<file path="src/rtl/coherence_controller.sv">
// coherence_controller: N-core MSI snoop controller arbitrating icache/dcache traffic onto one RAM port.
// Define CC_FORWARD_EN to forward a snooped M line straight to the requester during the writeback.
module coherence_controller #(
   parameter int CPUS = 2,
   parameter int WORD_W = 32,
   parameter int IDX_W = (CPUS > 1) ? $clog2(CPUS) : 1
) (
   input  logic                   CLK,
   input  logic                   RST,
   input  logic [CPUS-1:0]        iREN,
   input  logic [CPUS*WORD_W-1:0] iaddr,
   output logic [CPUS-1:0]        iwait,
   output logic [CPUS*WORD_W-1:0] iload,
   input  logic [CPUS-1:0]        dREN,
   input  logic [CPUS-1:0]        dWEN,
   input  logic [CPUS*WORD_W-1:0] daddr,
   input  logic [CPUS*WORD_W-1:0] dstore,
   output logic [CPUS-1:0]        dwait,
   output logic [CPUS*WORD_W-1:0] dload,
   input  logic [CPUS-1:0]        cctrans,
   input  logic [CPUS-1:0]        ccwrite,
   output logic [CPUS-1:0]        ccwait,
   output logic [CPUS-1:0]        ccinv,
   output logic [CPUS*WORD_W-1:0] ccsnoopaddr,
   output logic                   ramREN,
   output logic                   ramWEN,
   output logic [WORD_W-1:0]      ramaddr,
   output logic [WORD_W-1:0]      ramstore,
   input  logic [WORD_W-1:0]      ramload,
   input  logic                   ramwait
);
   localparam logic [2:0] IDLE = 3'd0, IFETCH = 3'd1, DWB = 3'd2, SNOOP = 3'd3,
                          RESP = 3'd4, C2C = 3'd5, DREAD = 3'd6;
   logic [2:0] state;
   logic [IDX_W-1:0] g, k, rr, nxt_rr;
   logic snp, inv, sn, done;
   logic [IDX_W:0] pw, pr, pi, ps, sel;
   logic [CPUS-1:0] sup;
   logic [WORD_W-1:0] ia, ga, gs, ks;

   // first set bit of v scanning upward from p with wrap; MSB flags a hit
   function automatic logic [IDX_W:0] pick(input logic [CPUS-1:0] v, input logic [IDX_W-1:0] p);
      pick = '0;
      for (int i = CPUS - 1; i >= 0; i--)
         if (v[(int'(p) + i) % CPUS]) pick = {1'b1, IDX_W'((int'(p) + i) % CPUS)};
   endfunction

   always_comb begin
      sup = ccwrite & dWEN;
      sup[g] = 1'b0;
   end

   assign pw = pick(dWEN, rr);
   assign pr = pick(dREN, rr);
   assign pi = pick(iREN, rr);
   assign ps = pick(sup, '0);
   assign sel = pw[IDX_W] ? pw : pr[IDX_W] ? pr : pi;
   assign sn = !pw[IDX_W] && pr[IDX_W] && cctrans[pr[IDX_W-1:0]];
   assign ia = iaddr[int'(g)*WORD_W +: WORD_W];
   assign ga = daddr[int'(g)*WORD_W +: WORD_W];
   assign gs = dstore[int'(g)*WORD_W +: WORD_W];
   assign ks = dstore[int'(k)*WORD_W +: WORD_W];
   assign nxt_rr = (int'(g) == CPUS - 1) ? '0 : g + 1'b1;
   assign done = !ramwait && !RST;

   always_ff @(posedge CLK)
      if (RST) begin
         state <= IDLE;
         g <= '0;
         k <= '0;
         rr <= '0;
         snp <= 1'b0;
         inv <= 1'b0;
      end else
         case (state)
            IDLE:
               if (sel[IDX_W]) begin
                  g <= sel[IDX_W-1:0];
                  snp <= sn;
                  inv <= ccwrite[sel[IDX_W-1:0]];
                  state <= pw[IDX_W] ? DWB : sn ? SNOOP : pr[IDX_W] ? DREAD : IFETCH;
               end
            IFETCH, DWB, DREAD:
               if (!ramwait) begin
                  state <= IDLE;
                  rr <= nxt_rr;
                  snp <= 1'b0;
               end
            SNOOP: state <= RESP;
            RESP: begin
               k <= ps[IDX_W-1:0];
               state <= ps[IDX_W] ? C2C : DREAD;
            end
            C2C:
               if (!ramwait) begin
`ifdef CC_FORWARD_EN
                  state <= IDLE;
                  rr <= nxt_rr;
                  snp <= 1'b0;
`else
                  state <= DREAD;
`endif
               end
            default: state <= IDLE;
         endcase

   always_comb begin
      iwait = '1;
      dwait = '1;
      iload = '0;
      dload = '0;
      ccwait = '0;
      ccinv = '0;
      ccsnoopaddr = '0;
      ramREN = !RST && (state == IFETCH || state == DREAD);
      ramWEN = !RST && (state == DWB || state == C2C);
      ramaddr = (state == IFETCH) ? ia : (state == DWB || state == C2C || state == DREAD) ? ga : '0;
      ramstore = (state == DWB) ? gs : (state == C2C) ? ks : '0;
      if (done && state == IFETCH) begin
         iwait[g] = 1'b0;
         iload[int'(g)*WORD_W +: WORD_W] = ramload;
      end
      if (done && state == DWB) dwait[g] = 1'b0;
      if (done && state == DREAD) begin
         dwait[g] = 1'b0;
         dload[int'(g)*WORD_W +: WORD_W] = ramload;
      end
      if (done && state == C2C) begin
         dwait[k] = 1'b0;
`ifdef CC_FORWARD_EN
         dwait[g] = 1'b0;
         dload[int'(g)*WORD_W +: WORD_W] = ks;
`endif
      end
      for (int i = 0; i < CPUS; i++) begin
         ccwait[i] = snp && (i != int'(g));
         ccinv[i] = ccwait[i] && inv;
         if (ccwait[i]) ccsnoopaddr[i*WORD_W +: WORD_W] = ga;
      end
   end
endmodule

</file>
<file path="config.mk">
export PLATFORM = sky130hd
export DESIGN_NAME = coherence_controller
export DESIGN_NICKNAME = d
export VERILOG_FILES = /design/src/rtl/coherence_controller.sv
export SDC_FILE = /design/constraint.sdc
export NUM_CORES = 1
export LEC_CHECK = 0
export BUFFER_PORTS_ARGS = -buffer_cell sky130_fd_sc_hd__buf_2
export CAP_MARGIN = 30
export CELL_PAD_IN_SITES_DETAIL_PLACEMENT = 0
export CELL_PAD_IN_SITES_GLOBAL_PLACEMENT = 2
export CORE_AREA = 2 2 198 200
export DETAILED_ROUTE_END_ITERATION = 8
export DIE_AREA = 0 0 200 202
export PLACE_DENSITY_LB_ADDON = 0.1
export SYNTH_ARGS = -nofsm -noshare
export SYNTH_HDL_FRONTEND = slang
export SYNTH_SLANG_ARGS = --single-unit
</file>
<file path="constraint.sdc">
create_clock -name CLK -period 3.6 [get_ports CLK]
set_input_delay 0.72 -clock CLK [delete_from_list [all_inputs] [get_ports CLK]]
set_output_delay 0.72 -clock CLK [all_outputs]
set_load 0.02 [all_outputs]
</file>
==> impl_metrics.env, run 1 <==
export IMPL_max_freq_ghz=0.348
export IMPL_htree_levels=1
export IMPL_seq_area_frac_synth=0.0503
export IMPL_synth_compound_area_frac=0.215
export IMPL_io_pins=503
export IMPL_critPathCaptureType="primary output"
export IMPL_cts_tree="done"
export IMPL_firstDrtPassIters=6
export IMPL_yosysWarnings=0
export IMPL_path_buf_inv=2
export IMPL_finalSetupViolCount=0
export IMPL_drive_gt1_frac=0.571
export IMPL_yosys_area_top_type="and2_1"
export IMPL_syn2layout_area_growth_pct=102
export IMPL_hold_class="reg2reg"
export IMPL_clk_pin_slew_ps=40
export IMPL_cts_setup_buffers=0
export IMPL_tns_ps=0
export IMPL_hold_worst_slack_ps=557
export IMPL_async_flop_share=0
export IMPL_post_route_min_period_ps=2870
export IMPL_slowest_delay_ps=600
export IMPL_syn_avg_cell_area_um2=6.93
export IMPL_via_per_inst=3.61
export IMPL_dieArea_um2=40400
export IMPL_grt_max_degree=100
export IMPL_place_hpwl_mm=20.2
export IMPL_drt_iter0_drc=119
export IMPL_coreArea_um2=38300
export IMPL_clkLatencyLatePin_ps=240
export IMPL_pre_cts_ws_ps=792
export IMPL_ys_top_cells_by_area="and2_1 32%, mux2i_1 20%, a22o_1 8.8%"
export IMPL_crit_type="reg2out"
export IMPL_slew_headroom=0.579
export IMPL_synth_most_common_cell="and2_1"
export IMPL_gr_total_overflow=0
export IMPL_drc=0
export IMPL_syn_nets=696
export IMPL_wire_per_inst_um=16.9
export IMPL_hold_viol=0
export IMPL_gp_congestion=0.716
export IMPL_clock_sink_count=8
export IMPL_fp_dieH_um=202
export IMPL_synthMuxAreaShare=0.201
export IMPL_r2r_setup_slack_ps=1500
export IMPL_path_cells="or3b_2, nor4_4, buf_4, and2_1, buf_2"
export IMPL_clock_root_buffer="clkbuf_16"
export IMPL_rows=72
export IMPL_p_leak_nw=3.73
export IMPL_ctsResizeCount=0
export IMPL_vias=5239
export IMPL_grt_pass1_vias=5186
export IMPL_crit_fanout=33
export IMPL_outcome="finished, final reports clean"
export IMPL_post_route_period_util=0.798
export IMPL_startpoint_type="flop"
export IMPL_synth_xor_area_frac=0
export IMPL_ys_types=41
export IMPL_crit_family="simple AND/OR/NAND/NOR gates"
export IMPL_cp_arrival_ps=2150
export IMPL_nets=1169
export IMPL_ys_ff_latch=8
export IMPL_rsz0062_at_grt="false"
export IMPL_synth_simple_area_share=0.462
export IMPL_clockBufferDepth=2
export IMPL_required_ps=2880
export IMPL_drt_wl_total_mm=24.6
export IMPL_port_buffers=502
export IMPL_cts_made_buffers=3
export IMPL_worst_pin_slew_ps=631
export IMPL_max_cap_violations=0
export IMPL_cellPowerDensity_nw_per_um2=160
export IMPL_die_w_um=200
export IMPL_fillers=4490
export IMPL_synthAdderAreaFrac=0
export IMPL_synth_top_family_by_area="simple AND/OR/NAND/NOR gates"
export IMPL_syn_area_um2=3180
export IMPL_ys_flop_type="dfxtp_1"
export IMPL_peakVddDrop_mv=0.109
export IMPL_start_util=0.0831
export IMPL_drv_slew=0
export IMPL_antenna_found_initial=7
export IMPL_skew_ps=9.59
export IMPL_grt_pass1_wl_mm=33.5
export IMPL_synth_common_cells="162 x and2_1, 64 x mux2i_1, 36 x clkbuf_1"
export IMPL_synth_edff_count=0
export IMPL_ant_nets=0
export IMPL_grtUsageTotal=0.109
export IMPL_yosysTopAreaCellShare=0.319
export IMPL_cts_hold_buf=0
export IMPL_worst_slack_ps=729
export IMPL_cp_slowest_cell="or3b_2"
export IMPL_synth_cells=459
[cell families after synthesis]
family / count (synthesis)
AOI/OAI and AO/OA: 93
buffers and inverters: 54
DFF: 8
and+or+nand+nor: 240
muxes: 64
[layout make-up]
cell class / instances / area (um2) / share of cell area
tap: 518 / 648 / 0.101
multi-input combinational: 397 / 2830 / 0.441
clock buffer: 4 / 78.8 / 0.0123
inverter: 6 / 22.5 / 0.00351
timing repair buffer: 516 / 2660 / 0.415
antenna: 3 / 7.51 / 0.00117
sequential: 8 / 164 / 0.0256
[where the power goes]
part | internal [mW] | leakage, nW | switching [mW]
sequential | 0.0963 | 0.0663 | 0.0131
clock | 0.148 | 0.0382 | 0.0483
combinational | 0.298 | 3.62 | 0.425
[final timing paths]
| path | start | end | cells past startpoint |
|---|---|---|---|
| max | state[2]$_SDFFE_PP0P_ | iload[12] | 5 |
| min | rr$_SDFFE_PP0P_ | rr$_SDFFE_PP0P_ | 2 |
| max reg2reg | state[2]$_SDFFE_PP0P_ | rr$_SDFFE_PP0P_ | 5 |
| min reg2reg | rr$_SDFFE_PP0P_ | rr$_SDFFE_PP0P_ | 2 |
[metal layers]
layer	part of all wire	up-vias	global-route usage
met1	0.37	2345	0.114
met5	0.0027	-	0
met3	0.11	18	0.0382
li1	-	2584	-
met2	0.52	282	0.213
met4	0.0080	10	0.0138
[placed cells by master (no fill, tap or decap), drive strengths merged, types with 2 or more instances in the layout]
cell and count:
nor2b 3, buf 516, a211oi 3, or4 2, o22ai 34, a21oi 9
mux2i 64, nand2b 4, nand2 10, diode 3, inv 6, and2 162
a21boi 3, a22o 32, dfxtp 8, nand3b 3, nor4 4, o21ai 3
clkbuf 4, and3 34, nor2 13
[worst reg2reg max path, stage by stage (launching register included)]
cell and delay [ps]:
dfxtp_1 450, or3b_2 600, buf_4 330, a21oi_1 360, nor2_1 70, a211oi_1 190
[sequential cells by signal, indices dropped and copies added, names as in the netlist]
signal / cells
inv: 1
snp: 1
g: 1
k: 1
rr: 1
state: 3
[metrics by stage]
step / std cells / instance area, um2 / power [mW] / util
floorplan: 459 / 3180 / 0.494 / -
global placement: 1444 / 6310 / 0.863 / 0.165
detailed placement: 1445 / 6330 / 0.852 / 0.165
CTS: 1449 / 6400 / 1.06 / 0.167
global route: 1451 / 6410 / 1.11 / 0.167
finish: 1452 / 6410 / 1.03 / 0.167
No activity file was read; power rests on OpenSTA's default activity.
==> inputs of run 2 (changes only) <==
--- a/config.mk
+++ b/config.mk
@@ -9,9 +9,9 @@
 export CAP_MARGIN = 30
 export CELL_PAD_IN_SITES_DETAIL_PLACEMENT = 0
 export CELL_PAD_IN_SITES_GLOBAL_PLACEMENT = 2
-export CORE_AREA = 2 2 198 200
+export CORE_AREA = 2 2 193 195
 export DETAILED_ROUTE_END_ITERATION = 8
-export DIE_AREA = 0 0 200 202
+export DIE_AREA = 0 0 195 197
 export PLACE_DENSITY_LB_ADDON = 0.1
 export SYNTH_ARGS = -nofsm -noshare
 export SYNTH_HDL_FRONTEND = slang
==> constraint.sdc (replaced) <==
create_clock -name CLK -period 2.6 [get_ports CLK]
set_input_delay 0.52 -clock CLK [delete_from_list [all_inputs] [get_ports CLK]]
set_output_delay 0.52 -clock CLK [all_outputs]
set_load 0.02 [all_outputs]
==> run 2 against run 1 <==
Compared with the run above: sequential share of layout area about the same; utilization is 0.96 points higher; global-route usage increased by 1.1 points; critical path type unchanged; critical endpoint is now ramstore[1]; combinational power increased by 38%; critical path depth grew 2; power rose by 39%; routed wire length is 1.5% higher; worst setup slack worse by 610 ps.
==> impl_metrics.env, run 2 (synthesis gave the netlist of run 1 again) <==
export IMPL_mostFrequentLayoutCells="502 x buf_2, 162 x and2_1, 64 x mux2i_1, 34 x and3_1, 33 x o22ai_1"
export IMPL_cp_arrival_ps=1960
export IMPL_path_cells="nor2b_1, buf_4, nand2_1, o21ai_2, buf_12, a22o_1, buf_2"
export IMPL_syn2layout_area_growth_pct=102
export IMPL_post_route_period_util=0.954
export IMPL_cts_tree="done"
export IMPL_antenna_found_initial=5
export IMPL_finalSetupViolCount=0
export IMPL_ant_nets=0
export IMPL_hold_viol=0
export IMPL_finalInstanceArea_um2=6420
export IMPL_grt_pass1_wl_mm=35.2
export IMPL_grt_max_degree=47
export IMPL_dpl_instance_area_um2=6340
export IMPL_die_w_um=195
export IMPL_gp_congestion=0.742
export IMPL_clk_pin_slew_ps=40
export IMPL_max_freq_ghz=0.403
export IMPL_grt_pass1_vias=5207
export IMPL_io_pins=503
export IMPL_skew_ps=3.93
export IMPL_ctsResizeCount=0
export IMPL_gr_total_overflow=0
export IMPL_port_buffers=502
export IMPL_htree_levels=1
export IMPL_worst_slack_ps=119
export IMPL_n_antenna_cell=0
export IMPL_grtUsageTotal=0.120
export IMPL_worst_pin_slew_ps=871
export IMPL_required_ps=2080
export IMPL_placed_cells=1400
export IMPL_cellPowerDensity_nw_per_um2=223
export IMPL_nets=1174
export IMPL_pre_cts_ws_ps=285
export IMPL_rows=70
export IMPL_place_hpwl_mm=21.0
export IMPL_clock_sink_count=8
export IMPL_dieArea_um2=38400
export IMPL_drt_wl_total_mm=25.0
export IMPL_wire_per_inst_um=17.8
export IMPL_cts_made_buffers=3
export IMPL_fin_util=0.177
export IMPL_drt_iter0_drc=85
export IMPL_max_flop_register="state"
export IMPL_via_per_inst=3.74
export IMPL_critPathCaptureType="primary output"
export IMPL_p_leak_nw=3.76
export IMPL_crit_type="reg2out"
export IMPL_clock_root_buffer="clkbuf_16"
export IMPL_cts_hold_buf=0
export IMPL_crit_fanout=32
export IMPL_tns_ps=0
export IMPL_slowest_delay_ps=360
export IMPL_vias=5250
export IMPL_drive_gt1_frac=0.574
export IMPL_post_route_min_period_ps=2480
export IMPL_coreArea_um2=36300
export IMPL_final_common_cell="buf_2"
export IMPL_hold_class="reg2reg"
export IMPL_startpoint_type="flop"
export IMPL_drv_slew=0
export IMPL_rsz0062_at_grt="false"
export IMPL_drc=0
export IMPL_fp_dieH_um=197
export IMPL_cp_slowest_cell="nor2b_1"
export IMPL_fin_cells=1404
export IMPL_firstDrtPassIters=4
export IMPL_max_cap_violations=0
export IMPL_cts_setup_buffers=0
export IMPL_slew_headroom=0.418
export IMPL_clkLatencyLatePin_ps=230
export IMPL_outcome="finished, final reports clean"
export IMPL_peakVddDrop_mv=0.118
export IMPL_start_util=0.0878
export IMPL_fillers=4284
export IMPL_largest_register_ffs=3
export IMPL_clockBufferDepth=2
run 2: final cells by class:
class	count	area (um2)	area share
Clock buffer	4	78.8	0.0123
Timing Repair Buffer	521	2740	0.427
Tap cell	468	586	0.0912
Inverter	6	22.5	0.00351
Sequential cell	8	164	0.0255
Multi-Input combinational cell	397	2830	0.440
run 2: worst max-delay path: cells and delay by family (launching register included):
family / cells / cell delay (ps)
AO/OA/AOI/OAI: 2 / 380
AND/OR/NAND/NOR: 2 / 430
flip-flops: 1 / 340
buffers and inverters: 3 / 570
run 2: metrics by stage:
stage	power, mW	hold WS, ps
floorplan	0.684	501
global placement	1.20	551
detailed placement	1.19	547
CTS	1.47	553
global route	1.54	602
finish	1.43	552
run 2: path summary, 6_finish.rpt:
kind / startpoint / endpoint / slack, ps / depth (start not counted)
worst min register to register: rr$_SDFFE_PP0P_ / rr$_SDFFE_PP0P_ / 550 / 2
worst min-delay path: rr$_SDFFE_PP0P_ / rr$_SDFFE_PP0P_ / 550 / 2
worst max register to register: state[0]$_SDFFE_PP0P_ / rr$_SDFFE_PP0P_ / 700 / 5
worst max-delay path: state[1]$_SDFFE_PP0P_ / ramstore[1] / 120 / 7
run 2: where the power goes:
group	internal (mW)	switching [mW]	total [mW]
clock network	0.205	0.0635	0.268
logic	0.423	0.581	1.00
registers	0.133	0.0255	0.159
total	0.761	0.670	1.43
run 2: per-layer routing:
| layer | vias to the layer above | track usage | wire length [um] |
|---|---|---|---|
| li1 | 2585 | - | - |
| met1 | 2346 | 0.125 | 8980 |
| met2 | 297 | 0.237 | 13200 |
| met3 | 14 | 0.0424 | 2510 |
| met4 | 8 | 0.0119 | 154 |
| met5 | - | 0 | 59 |
==> inputs of run 3 (changes only) <==
--- a/config.mk
+++ b/config.mk
@@ -12,7 +12,7 @@
 export CORE_AREA = 2 2 193 195
 export DETAILED_ROUTE_END_ITERATION = 8
 export DIE_AREA = 0 0 195 197
-export PLACE_DENSITY_LB_ADDON = 0.1
+export PLACE_DENSITY = 0.74
 export SYNTH_ARGS = -nofsm -noshare
 export SYNTH_HDL_FRONTEND = slang
 export SYNTH_SLANG_ARGS = --single-unit
==> run 3 against run 2 <==
Compared with the run above: critical endpoint is now iload[22]; count of clock-buffer cells in the layout unchanged; sequential share of layout area hardly changed; register-to-register slack better by 130 ps; die area stayed put; via count up 3.6%; sequential power about the same; clock skew shrank 2.8 ps; first-iteration DRC count grew to 2.7 times the previous value; utilization grew 0.61 points; maximum frequency is 2.4% lower; clock power hardly changed; flip-flop and latch count unchanged.
==> impl_metrics.env, run 3 (synthesis gave the netlist of run 1 again) <==
export IMPL_internal_power_mw=0.781
export IMPL_skew_ps=1.09
export IMPL_grt_max_degree=37
export IMPL_crit_type="reg2out"
export IMPL_grtUsageTotal=0.0985
export IMPL_p_leak_nw=3.84
export IMPL_crit_family="simple AND/OR/NAND/NOR gates"
export IMPL_fp_dieH_um=197
export IMPL_finalSetupViolCount=0
export IMPL_max_flop_register="state"
export IMPL_drive_gt1_frac=0.584
export IMPL_fillers=4145
export IMPL_tns_ps=0
export IMPL_hold_viol=0
export IMPL_multi_input_area_um2=2850
export IMPL_critPathCaptureType="primary output"
export IMPL_mostFrequentLayoutCells="483 x buf_2, 162 x and2_1, 64 x mux2i_1, 34 x and3_1, 33 x o22ai_1"
export IMPL_drt_wl_total_mm=23.0
export IMPL_grt_pass1_wl_mm=29.7
export IMPL_crit_fanout=11
export IMPL_port_buffers=502
export IMPL_clock_root_buffer="clkbuf_16"
export IMPL_slew_headroom=0.528
export IMPL_clkLatencyLatePin_ps=230
export IMPL_cellPowerDensity_nw_per_um2=221
export IMPL_r2r_setup_slack_ps=830
export IMPL_required_ps=2080
export IMPL_cts_made_buffers=3
export IMPL_grt_pass1_vias=5095
export IMPL_startpoint_type="flop"
export IMPL_via_per_inst=3.84
export IMPL_clockBufferDepth=2
export IMPL_gr_total_overflow=0
export IMPL_path_common_cell="buf_6"
export IMPL_antenna_found_initial=0
export IMPL_nets=1185
export IMPL_drt_iter0_drc=233
export IMPL_start_util=0.0878
export IMPL_rsz0062_at_grt="false"
export IMPL_power_share_sequential=0.110
export IMPL_die_w_um=195
export IMPL_p_total_mw=1.47
export IMPL_cts_tree="done"
export IMPL_worst_pin_slew_ps=707
export IMPL_drv_slew=0
export IMPL_coreArea_um2=36300
export IMPL_netSwitchingPower_mw=0.690
export IMPL_firstDrtPassIters=4
export IMPL_max_freq_ghz=0.393
export IMPL_path_buf_inv=4
export IMPL_clk_pin_slew_ps=40
export IMPL_switching_share=0.469
export IMPL_post_route_min_period_ps=2540
export IMPL_max_cap_violations=0
export IMPL_io_pins=503
export IMPL_final_common_cell="buf_2"
export IMPL_outcome="finished, final reports clean"
export IMPL_htree_levels=1
export IMPL_rows=70
export IMPL_regArea_um2=168
export IMPL_dieArea_um2=38400
export IMPL_pwr_share_clk=0.183
export IMPL_post_route_period_util=0.978
export IMPL_clock_sink_count=8
export IMPL_vias=5440
export IMPL_path_cells="buf_6, or3b_4, nor4_4, buf_6, buf_6, and2_1, buf_2"
export IMPL_cp_arrival_ps=2020
export IMPL_gp_congestion=0.822
export IMPL_drc=0
export IMPL_cp_slowest_cell="or3b_4"
export IMPL_p_comb_frac=0.707
export IMPL_syn2layout_area_growth_pct=109
export IMPL_place_hpwl_mm=17.6
export IMPL_ant_nets=0
export IMPL_hold_class="reg2reg"
export IMPL_slowest_delay_ps=410
export IMPL_peakVddDrop_mv=0.167
export IMPL_n_antenna_cell=0
export IMPL_fin_util=0.183
export IMPL_largest_register_ffs=3
export IMPL_wire_per_inst_um=16.2
==> run 3: final cells by class <==
class	instances	share of cell area
multi-input cells	398	0.429
repair buffers	531	0.442
well taps	468	0.0881
clock buffers	4	0.0119
inverters	6	0.00339
flip-flops and latches	8	0.0252
==> run 3: what timing repair did <==
item | 4_1_cts | 5_1_grt
hold buffers | 0 | 0
resized for setup | 0 | 32
setup buffers | 0 | 3
setup endpoints to repair | 0 | 96
==> run 3: worst paths after layout <==
path	start	end	cells past startpoint
hold / removal	rr$_SDFFE_PP0P_	rr$_SDFFE_PP0P_	2
setup / recovery	state[1]$_SDFFE_PP0P_	iload[22]	7
hold reg to reg	rr$_SDFFE_PP0P_	rr$_SDFFE_PP0P_	2
setup reg to reg	state[1]$_SDFFE_PP0P_	rr$_SDFFE_PP0P_	6
==> run 3: power by group through the flow <==
stage                     sequential, mW  combinational (mW)  clock (mW)
final                              0.162                1.04       0.269
after global routing               0.166                1.11       0.276
after CTS                          0.162                1.01       0.274
after detailed placement           0.164                1.00           0
after global placement             0.164                1.00           0
after floorplan                    0.141               0.544           0
==> run 3: through the flow <==
| step | area (um2) | worst slack [ps] | hold slack, ps | cells |
|---|---|---|---|---|
| floorplan | 3180 | 524 | 501 | 459 |
| global route | 6650 | 3.21 | 586 | 1415 |
| finish | 6650 | 56.8 | 564 | 1415 |
| detailed placement | 6390 | 279 | 554 | 1404 |
| CTS | 6470 | 20.4 | 559 | 1408 |
| global placement | 6390 | 325 | 543 | 1404 |
==> run 3: tightest hold or removal path: cells and delay by family, from the launching register on <==
family	cells	cell delay, ps
AOI/OAI and AO/OA	1	50
DFF	1	340
and+or+nand+nor	1	110
==> run 3: routing by layer <==
metal,GRT usage,vias up,wire [um]
met5,0,-,0
met2,0.187,320,11800
met3,0.0137,17,1790
li1,-,2614,-
met1,0.117,2489,9150
met4,0.0195,0,266
